`src/rtl/div_pkg.sv`:
```
// Shared types and corner-case resolution for the divide issue stage.
package div_pkg;

  localparam int DIV_W = 4;

  typedef struct packed {
    logic signed [DIV_W-1:0] dividend;
    logic signed [DIV_W-1:0] divisor;
  } op_t;

  typedef struct packed {
    logic signed [DIV_W-1:0] quotient;
    logic signed [DIV_W-1:0] remainder;
    logic                    div0;
    logic                    ovf;
  } res_t;

  // Divide-by-zero and most-negative / -1 are fixed up here so the raw
  // divider result is only ever used for ordinary operands.
  function automatic res_t resolve_div(input op_t op,
                                       input logic signed [DIV_W-1:0] raw_q,
                                       input logic signed [DIV_W-1:0] raw_r);
    res_t                    res;
    logic signed [DIV_W-1:0] min_val;
    min_val = {1'b1, {(DIV_W-1){1'b0}}};
    res     = '0;
    if (op.divisor == '0) begin
      res.quotient  = '0;
      res.remainder = op.dividend;
      res.div0      = 1'b1;
    end else if ((op.dividend == min_val) && (op.divisor == '1)) begin
      res.quotient  = min_val;
      res.remainder = '0;
      res.ovf       = 1'b1;
    end else begin
      res.quotient  = raw_q;
      res.remainder = raw_r;
    end
    return res;
  endfunction

endpackage

```
`src/rtl/div_op_fifo.sv`:
```
// Small synchronous FIFO holding operand pairs ahead of the divider.
module div_op_fifo #(
  parameter int ENTRY_W = 8,
  parameter int DEPTH   = 4
) (
  input  logic               clk,
  input  logic               rst,
  input  logic               push,
  input  logic [ENTRY_W-1:0] wdata,
  input  logic               pop,
  output logic [ENTRY_W-1:0] rdata,
  output logic               full,
  output logic               empty
);

  localparam int AW = $clog2(DEPTH);
  localparam logic [AW:0] FULL_CNT = (AW+1)'(DEPTH);

  logic [ENTRY_W-1:0] mem [DEPTH];
  logic [AW-1:0]      wr_ptr;
  logic [AW-1:0]      rd_ptr;
  logic [AW:0]        count;
  logic               do_push;
  logic               do_pop;

  assign full    = (count == FULL_CNT);
  assign empty   = (count == '0);
  assign do_push = push & ~full;
  assign do_pop  = pop & ~empty;
  assign rdata   = mem[rd_ptr];

  // Pointers wrap naturally because DEPTH is a power of two.
  always_ff @(posedge clk) begin
    if (rst) begin
      wr_ptr <= '0;
      rd_ptr <= '0;
      count  <= '0;
    end else begin
      if (do_push) wr_ptr <= wr_ptr + AW'(1);
      if (do_pop)  rd_ptr <= rd_ptr + AW'(1);
      if (do_push && !do_pop)      count <= count + (AW+1)'(1);
      else if (do_pop && !do_push) count <= count - (AW+1)'(1);
    end
  end

  // Storage needs no reset; only valid entries are ever read.
  always_ff @(posedge clk) begin
    if (do_push) mem[wr_ptr] <= wdata;
  end

endmodule

```
`src/rtl/divider.sv`:
```
// Combinational signed divider, truncating toward zero.
module divider #(
  parameter int W = 4
) (
  input  logic signed [W-1:0] dividend,
  input  logic signed [W-1:0] divisor,
  output logic signed [W-1:0] quotient,
  output logic signed [W-1:0] remainder
);

  // A zero divisor yields zeros so nothing undefined propagates downstream.
  always_comb begin
    quotient  = '0;
    remainder = '0;
    if (divisor != '0) begin
      quotient  = dividend / divisor;
      remainder = dividend % divisor;
    end
  end

endmodule

```
`src/rtl/div_issue_stage.sv`:
```
// Handshake wrapper: operand FIFO -> divider -> registered result with
// saturating div0/ovf statistics.  W must match div_pkg::DIV_W.
module div_issue_stage
  import div_pkg::*;
#(
  parameter int W     = DIV_W,
  parameter int DEPTH = 4,
  parameter int CNT_W = 8
) (
  input  logic             clk,
  input  logic             rst,
  input  logic             in_valid,
  output logic             in_ready,
  input  logic [W-1:0]     in_dividend,
  input  logic [W-1:0]     in_divisor,
  output logic             out_valid,
  input  logic             out_ready,
  output logic [W-1:0]     out_quotient,
  output logic [W-1:0]     out_remainder,
  output logic             out_div0,
  output logic             out_ovf,
  output logic [CNT_W-1:0] div0_cnt,
  output logic [CNT_W-1:0] ovf_cnt
);

  op_t              in_op;
  op_t              head;
  res_t             res;
  logic signed [W-1:0] raw_q;
  logic signed [W-1:0] raw_r;
  logic             fifo_full;
  logic             fifo_empty;
  logic             push;
  logic             load;
  logic             xfer;

  assign in_op.dividend = in_dividend;
  assign in_op.divisor  = in_divisor;

  // in_ready looks only at occupancy, never at a same-cycle pop.
  assign in_ready = ~fifo_full;
  assign push     = in_valid & in_ready;
  assign load     = ~fifo_empty & (~out_valid | out_ready);
  assign xfer     = out_valid & out_ready;

  div_op_fifo #(
    .ENTRY_W ($bits(op_t)),
    .DEPTH   (DEPTH)
  ) u_fifo (
    .clk   (clk),
    .rst   (rst),
    .push  (push),
    .wdata (in_op),
    .pop   (load),
    .rdata (head),
    .full  (fifo_full),
    .empty (fifo_empty)
  );

  divider #(
    .W (W)
  ) u_divider (
    .dividend  (head.dividend),
    .divisor   (head.divisor),
    .quotient  (raw_q),
    .remainder (raw_r)
  );

  assign res = resolve_div(head, raw_q, raw_r);

  // Result register: refills on load, empties only on a transfer without a refill.
  always_ff @(posedge clk) begin
    if (rst) begin
      out_valid     <= 1'b0;
      out_quotient  <= '0;
      out_remainder <= '0;
      out_div0      <= 1'b0;
      out_ovf       <= 1'b0;
    end else if (load) begin
      out_valid     <= 1'b1;
      out_quotient  <= res.quotient;
      out_remainder <= res.remainder;
      out_div0      <= res.div0;
      out_ovf       <= res.ovf;
    end else if (out_ready) begin
      out_valid     <= 1'b0;
    end
  end

  // Statistics count delivered results only and stick at all-ones.
  always_ff @(posedge clk) begin
    if (rst) begin
      div0_cnt <= '0;
      ovf_cnt  <= '0;
    end else if (xfer) begin
      if (out_div0 && (div0_cnt != '1)) div0_cnt <= div0_cnt + CNT_W'(1);
      if (out_ovf  && (ovf_cnt  != '1)) ovf_cnt  <= ovf_cnt  + CNT_W'(1);
    end
  end

endmodule

```
`config.mk`:
```
export PLATFORM = sky130hd
export DESIGN_NAME = div_issue_stage
export DESIGN_NICKNAME = d
export VERILOG_FILES = /design/src/rtl/div_pkg.sv /design/src/rtl/div_op_fifo.sv /design/src/rtl/divider.sv /design/src/rtl/div_issue_stage.sv
export SDC_FILE = /design/constraint.sdc
export NUM_CORES = 1
export LEC_CHECK = 0
export ABC_CLOCK_PERIOD_IN_PS = 15000
export BUFFER_PORTS_ARGS = -buffer_cell sky130_fd_sc_hd__buf_2
export CORE_MARGIN = 10
export CORE_UTILIZATION = 33
export CTS_CLUSTER_SIZE = 10
export DETAILED_ROUTE_END_ITERATION = 10
export GPL_TIMING_DRIVEN = 0
export PLACE_DENSITY = 0.48
export SLEW_MARGIN = 25
export SYNTH_ARGS = -nofsm -noshare
export SYNTH_HDL_FRONTEND = slang
export SYNTH_SLANG_ARGS = --single-unit
```
`constraint.sdc`:
```
create_clock -name clk -period 15 [get_ports clk]
set_clock_uncertainty 0.1 [all_clocks]
set_input_delay 2.25 -clock clk [delete_from_list [all_inputs] [get_ports clk]]
set_output_delay 2.25 -clock clk [all_outputs]
set_load 0.02 [all_outputs]
```
# --- Word-level counts from Yosys, hierarchy flattened ---
# Memories as Yosys holds them, arrays and structs flattened. A register that Yosys moved wholly into a read port is not among the register bits.
# Cells that the tools add are included.
classes:
  addsub: 6
  multipliers: 0
  n_div: 2
  magnitude_cmp: 0
  eq_ne: 5
  n_shift: 0
  mux: 15
  bitwise_logic: 9
  n_reduce_logical: 14
op_table:
  columns: ["op", "n"]
  rows:
  - ["adder 8 x 1 -> 8 bit (second input constant)", 2]
  - ["two-way mux 8 bit", 2]
  - ["!= test 8 bit (second input constant)", 2]
  - ["== test 4 bit (second input constant)", 2]
  - ["two-way mux 4 bit", 2]
  - ["two-way mux 1 bit", 7]
  - ["two-way mux 3 bit", 2]
  - ["bitwise AND 1 bit", 5]
  - ["logical AND 1 bit", 5]
  - ["adder 2 x 1 -> 2 bit (second input constant)", 2]
  - ["divider 4 x 4 -> 4 bit", 1]
  - ["zero test 4 bit", 1]
  - ["remainder unit 4 x 4 -> 4 bit", 1]
  - ["two-way mux 2 bit", 2]
  - ["AND reduction 2 bit", 2]
  - ["nonzero test 2 bit", 2]
  - ["nonzero test 4 bit", 1]
  - ["adder 3 x 1 -> 3 bit (second input constant)", 1]
  - ["== test 3 bit (second input constant)", 1]
  - ["zero test 3 bit", 1]
  - ["inverter 1 bit", 3]
  - ["subtractor 3 x 1 -> 3 bit (second input constant)", 1]
  - ["zero test 1 bit", 2]
  - ["bitwise OR 1 bit", 1]
word_totals:
  ff_bits: 34
  latchBits: 0
  mem_bits_rw: 32
  romBits: 0
  input_bits: 12
  out_inout_bits: 28
  word_cells: 62
  memories: 1
memory_table:
  columns: ["memory", "depth", "word_bits", "rd", "rd_ports_with_merged_regs", "wr", "line", "text"]
  rows:
  - ["u_fifo.mem", 4, 8, 1, 1, 1, "div_op_fifo.sv:19", "logic [ENTRY_W-1:0] mem [DEPTH];"]

# --- Longest topological paths before layout ---
# Gate-level depths: netlist of the first run.
depth:
  depth_word: 8
  mapped_depth: 33
  mapped_depth_nobuf: 32

# --- Modules after synthesis ---
# A second synthesis of the first run with hierarchy kept.
hier_totals:
  cells_unflattened: 335
  hier_area_um2: 3679.8
by_module_without_submodules:
  columns: ["module", "n_inst", "cells_per_inst", "area_each_um2", "seq_area_each_um2"]
  rows:
  - ["div_op_fifo", 1, 90, 1620.3, 1141.1]
  - ["div_issue_stage", 1, 138, 1244.9, 540.5]
  - ["divider", 1, 107, 814.5, 0.0]

# --- Worst setup path before layout of the first run ---
# No wires, ideal clock.
synth_timing:
  path_kind: "reg-to-reg"
  start: "register with a tool-made name"
  end: "register out_remainder[1]"
  setup_ps: 74
  arrival_time_ps: 6397
  t_required_ps: 14826
  path_slack_ps: 8429
  stages_incl_launch_ff: 31
  path_buffers: 1
  synth_period_minus_slack_ps: 6571
  cell_sequence: "dfxtp_1 -> buf_6 -> mux4_1 -> nand2b_1 -> nor3_1 -> ha_1 -> or2_2 -> nand3_1 -> o21ai_0 -> ha_1 -> o21a_1 -> o21ai_0 -> o32a_1 -> a22oi_4 -> ha_1 -> o21a_1 -> o21ai_0 -> a32oi_4 -> inv_2 -> mux2i_2 -> ha_1 -> a21oi_1 -> o21ai_0 -> a21o_2 -> clkinv_1 -> mux2i_1 -> inv_1 -> ha_1 -> o21ai_0 -> a21o_1 -> a31oi_1"
synth_rtl:
  columns: ["element", "line", "text"]
  rows:
  - ["end signal, assigned", "div_issue_stage.sv:82", "out_remainder <= res.remainder;"]
  - ["end, declared", "div_issue_stage.sv:19", "output logic [W-1:0] out_remainder,"]

==> impl_metrics.py, run 1 <==
metrics = {
    "status": {
        "status": "finished, final reports clean",
    },
    "critical_path": {
        "cp-start-kind": "flop",
        "slowest_stage": "mux4_1",
        "path_max_fanout": 8,
        "cp-end-kind": "flop",
        "slowest_delay_ps": 670,
        "path_class": "reg2reg",
        "rr_worst_depth": 30,
        "required_ps": 15160,
        "worst_ep_arrival_time_ps": 7620,
    },
    "grt": {
        "first_global_vias": 2535,
        "antenna_found_initial": 0,
        "grt_start_max_net_pins": 13,
        "globalRouteTotalUtil_pct": 10.1,
        "grt_pass1_wl_um": 13200,
        "overflow": 0,
    },
    "floorplanning": {
        "rows": 38,
        "coreArea_um2": 10800,
        "die_x_um": 125,
        "initial_core_util_pct": 33.7,
        "die_y_um": 125,
        "io_pins": 40,
        "fp.dieArea_um2": 15700,
    },
    "synth": {
        "synthFlopType": "dfxtp_1",
        "netlist.area_leader.share_pct": 26.3,
        "synth_nets": 371,
        "yosysMostFrequentCell": "nor2_1",
        "yosysUniqueCellTypes": 68,
        "netlist_area_um2": 3660,
        "synthTopCellsByArea": "edfxtp_1 (26%), dfxtp_1 (20%), ha_1 (7.9%)",
        "syn_area_per_cell_um2": 10.9,
        "async_flop_share_pct": 0,
        "yosys_warnings": 0,
        "ys_seq_area_share_pct": 46.0,
        "synth_edf_count": 32,
        "synth_cells": 334,
        "netlist_top_cells_count": "nor2_1 (40), dfxtp_1 (36), edfxtp_1 (32)",
        "yosys.area.top_type": "edfxtp_1",
        "synth-seq-cells": 68,
    },
    "placement": {
        "gp_congestion": 0.842,
        "io_buffers": 39,
        "place_ws_ps": 7510,
        "dp_hpwl_um": 6110,
    },
    "timing": {
        "fmax_mhz": 134,
        "slew_headroom_pct": 55.7,
        "finalCriticalPeriod_ps": 7450,
        "setup_violations": 0,
        "hold_viol_final": 0,
        "setup_tns_ps": 0,
        "grt_setup_unrepaired": "false",
        "maxSlewViolCount": 0,
        "period_share_pct": 49.7,
        "setup_ws_ps": 7550,
        "worst_pin_slew_ps": 664,
    },
    "finish": {
        "nNetsFinal": 421,
        "area_delta_synth_final_pct": 14.6,
        "drive_gt1_share_pct": 22.2,
        "antenna_cells": 0,
    },
    "cts": {
        "numCtsBuffers": 9,
        "tritoncts": "done",
        "postCtsSetupRepairBufs": 0,
        "cts.path.max_buffers": 2,
        "clkLatencyLatePin_ps": 330,
        "ctsResizeCount": 0,
        "root_buffer": "clkbuf_8",
        "cts.sinks": 68,
        "htree_levels": 3,
        "cts_hold_buffers": 0,
        "cts.reportedPaths.clkPinSlew_ps": 80,
    },
    "route": {
        "drc": 0,
        "num_vias": 2572,
        "vias_per_cell": 4.87,
        "wl_um": 7950,
        "post_drt_wl_per_cell_um": 15.1,
        "first_pass_iters": 4,
        "drt-initial-drc-count": 161,
        "ant_nets": 0,
    },
    "flow_run": {
        "cap_violations": 0,
    },
    "hold_path": {
        "min_path_cells": 2,
        "hp-class": "reg2reg",
    },
}
-- worst paths after layout --
kind,startpoint,slack (ps),endpoint
setup / recovery,flop,7550,out_remainder[1]$_SDFFE_PP0P_
hold / removal,out_div0$_SDFFE_PP0P_,390,out_div0$_SDFFE_PP0P_
setup reg to reg,flop,7550,out_remainder[1]$_SDFFE_PP0P_
hold reg to reg,out_div0$_SDFFE_PP0P_,390,out_div0$_SDFFE_PP0P_
-- cell families (layout without fill, tap and decap cells) --
family	count (synthesis)	count (layout)	share of synthesized area, %
AO/OA/AOI/OAI	56	56	12.4
XOR/XNOR	24	24	5.75
adder cells (fa/ha/maj)	25	25	8.96
buffers and inverters	35	89	4.14
flip-flops	68	68	46.0
multiplexers	17	17	8.18
AND/OR/NAND/NOR	109	109	14.6
-- registers in the layout (all words and copies together), names as in the netlist, named ones only --
register,flops
out_quotient,4
u_fifo.mem,32
ovf_cnt,8
out_remainder,4
u_fifo.rd_ptr,2
u_fifo.wr_ptr,2
out_div0,1
u_fifo.count,3
out_ovf,1
out_valid,1
div0_cnt,8
-- worst max-delay path, delay by kind of cell, from the launching register on --
family          cells  cell delay (ps)
mux                 3             1440
buf+inv             4              550
flops               1              330
simple gates        4             1000
fa+ha+maj           5             1510
compound gates     14             2460
-- layout make-up --
type / count / area (µm²)
Tap cell: 140 / 175
Fill cell: 1108 / 6650
Inverter: 25 / 93.8
Multi-Input combinational cell: 231 / 1820
Clock buffer: 9 / 124
Timing Repair Buffer: 39 / 195
Clock inverter: 6 / 41.3
Buffer: 10 / 57.6
Sequential cell: 68 / 1680
-- per-stage QoR --
| stage | hold WS, ps | utilization (%) | std cells | area [µm²] |
|---|---|---|---|---|
| finish | 395 | 38.7 | 528 | 4190 |
| global route | 416 | 38.7 | 528 | 4190 |
| CTS | 399 | 38.7 | 528 | 4190 |
| detailed placement | 382 | 37.2 | 513 | 4030 |
| global placement | 382 | 37.2 | 513 | 4030 |
| floorplan | 372 | - | 334 | 3660 |
-- cells in the final DEF, fill, tap and decap left out, types with 6 or more instances in the layout --
master / Yosys / routed
buf_2: 1 / 40
xnor2_1: 15 / 15
nand2_1: 19 / 19
inv_1: 23 / 23
edfxtp_1: 32 / 32
a21oi_1: 9 / 9
ha_1: 23 / 23
nand3_1: 14 / 14
clkbuf_8: 0 / 9
xor2_1: 9 / 9
nor2_1: 40 / 40
dfxtp_1: 36 / 36
mux2i_1: 6 / 6
o21ai_0: 11 / 11
-- layer usage --
| metal | vias up | track usage, % | part of all wire [%] |
|---|---|---|---|
| met5 | - | 0 | 0 |
| met4 | 0 | 2.64 | 0.78 |
| met3 | 4 | 2.96 | 2.6 |
| met2 | 27 | 16.4 | 48 |
| met1 | 1238 | 13.0 | 49 |
| li1 | 1303 | - | - |
Power of run 1 is left out: the tool's default activity adds up to more than one toggle a clock period on the data nets, which glitch-free logic cannot reach.
==> run 2: changes to the inputs <==
ABC_CLOCK_PERIOD_IN_PS = 7600   (was 15000)
clock period = 7.6 ns   (was 15 ns; I/O delays follow)
==> run 2 against run 1 <==
Against the previous run: utilization up 0.18 points; via count about the same; die area unchanged; largest cell class unchanged; cell count unchanged; highest routed layer unchanged; critical path type unchanged.
==> impl_metrics.py, run 2 (same netlist as run 1, synthesis figures left out) <==
metrics = {
    "finish": {
        "register_area_um2": 1680,
        "fillCellCount": 1107,
        "largest_register": "u_fifo.mem",
        "antenna_cells": 0,
        "largest_reg_flops": 32,
        "final_common_cell": "buf_2",
        "nNetsFinal": 421,
        "reg_top3": "u_fifo.mem x32, div0_cnt x8, ovf_cnt x8",
        "final_cell_mix": "buf_2 (40), nor2_1 (39), dfxtp_1 (36)",
        "drive_gt1_share_pct": 23.5,
        "design_area_um2": 4210,
        "area_delta_synth_final_pct": 15.2,
        "multi_input_area_um2": 1840,
    },
    "floorplanning": {
        "die_x_um": 125,
        "die_y_um": 125,
        "io_pins": 40,
        "coreArea_um2": 10800,
        "rows": 38,
        "initial_core_util_pct": 33.7,
        "fp.dieArea_um2": 15700,
    },
    "route": {
        "post_drt_wl_per_cell_um": 15.1,
        "drc": 0,
        "first_pass_iters": 4,
        "drt-initial-drc-count": 169,
        "vias_per_cell": 4.88,
        "wl_um": 7970,
        "num_vias": 2574,
        "ant_nets": 0,
    },
    "flow_run": {
        "cap_violations": 0,
    },
    "hold_path": {
        "hp-class": "reg2reg",
        "hold_start": "out_div0$_SDFFE_PP0P_",
    },
    "cts": {
        "root_buffer": "clkbuf_8",
        "cts_hold_buffers": 0,
        "numCtsBuffers": 9,
        "cts.reportedPaths.clkPinSlew_ps": 80,
        "cts.sinks": 68,
        "htree_levels": 3,
        "clkLatencyLatePin_ps": 330,
        "tritoncts": "done",
        "cts.path.max_buffers": 2,
    },
    "critical_path": {
        "cp-start-kind": "flop",
        "path_class": "reg2reg",
        "required_ps": 7760,
        "slowest_delay_ps": 580,
        "cp-end-kind": "flop",
        "rr_worst_depth": 31,
        "worst_ep_arrival_time_ps": 7220,
        "endpoint": "out_remainder[1]$_SDFFE_PP0P_",
        "slowest_stage": "mux4_2",
        "r2r_slack_ps": 540,
        "crit_top_cell": "ha_1",
        "r2r-end": "out_remainder[1]$_SDFFE_PP0P_",
        "path_max_fanout": 8,
    },
    "placement": {
        "dp_hpwl_um": 6110,
        "post_dp_cell_area_um2": 4030,
        "io_buffers": 39,
        "gp_congestion": 0.842,
    },
    "timing": {
        "grt_setup_unrepaired": "false",
        "finalCriticalPeriod_ps": 7060,
        "fmax_mhz": 142,
        "worst_pin_slew_ps": 663,
        "maxSlewViolCount": 0,
        "slew_headroom_pct": 55.7,
        "setup_violations": 0,
        "setup_tns_ps": 0,
        "hold_viol_final": 0,
        "period_share_pct": 92.9,
    },
    "grt": {
        "overflow": 0,
        "grt_pass1_wl_um": 13200,
        "grt_start_max_net_pins": 13,
        "globalRouteTotalUtil_pct": 10.1,
        "first_global_vias": 2535,
        "antenna_found_initial": 0,
    },
    "status": {
        "status": "finished, final reports clean",
    },
}
-- run 2: how the worst min path moves through the flow --
| stage | end | slack, ps | cells after the start |
|---|---|---|---|
| 6_report | out_div0$_SDFFE_PP0P_ | 390 | 2 |
| 5_1_grt | out_remainder[1]$_SDFFE_PP0P_ | 420 | 2 |
| 4_1_cts | out_remainder[1]$_SDFFE_PP0P_ | 400 | 2 |
| 3_5_place_dp | out_quotient[3]$_SDFFE_PP0P_ | 380 | 2 |
| 3_3_place_gp | out_remainder[1]$_SDFFE_PP0P_ | 380 | 2 |
| 2_1_floorplan | u_fifo.count[2]$_SDFFE_PP0P_ | 370 | 2 |
-- run 2: critical path: cells and delay by family, from the launching register on --
kind / cells / cell delay (ps)
fa+ha+maj: 5 / 1620
buf+inv: 4 / 520
mux: 3 / 1140
compound gates: 13 / 2120
simple gates: 6 / 1160
flops: 1 / 330
-- run 2: metal layers --
layer  vias up  share of wire [%]  wire length, µm  global-route usage [%]
li1       1301                  -                -                       -
met1      1240                 49             3920                    13.0
met2        31                 48             3820                    16.4
met3         2                2.5              200                    2.96
met4         0               0.41               33                    2.64
met5         -                  0                0                       0
-- run 2: area by class of cell --
| cell class | instances | area share [%] |
|---|---|---|
| Tap cell | 140 | 4.16 |
| Inverter | 25 | 2.32 |
| Multi-Input combinational cell | 231 | 43.7 |
| Timing Repair Buffer | 39 | 4.63 |
| Clock buffer | 9 | 2.94 |
| Clock inverter | 6 | 0.980 |
| Sequential cell | 68 | 39.9 |
| Buffer | 10 | 1.37 |
-- run 2: metrics by stage --
| stage | instances | setup slack [ps] | hold WS (ps) | utilization [%] |
|---|---|---|---|---|
| 2_1_floorplan | 334 | 1030 | 372 | - |
| 3_3_place_gp | 513 | 151 | 382 | 37.2 |
| 3_5_place_dp | 513 | 112 | 382 | 37.2 |
| 4_1_cts | 528 | 104 | 399 | 38.7 |
| 5_1_grt | 528 | 14.8 | 416 | 38.9 |
| 6_report | 528 | 542 | 393 | 38.9 |
-- run 2: timing repair --
item / CTS / global route
setup endpoints to repair: 0 / 5
setup buffers: 0 / 0
gates resized for setup: 0 / 7
Power of run 2 is left out for the same reason.
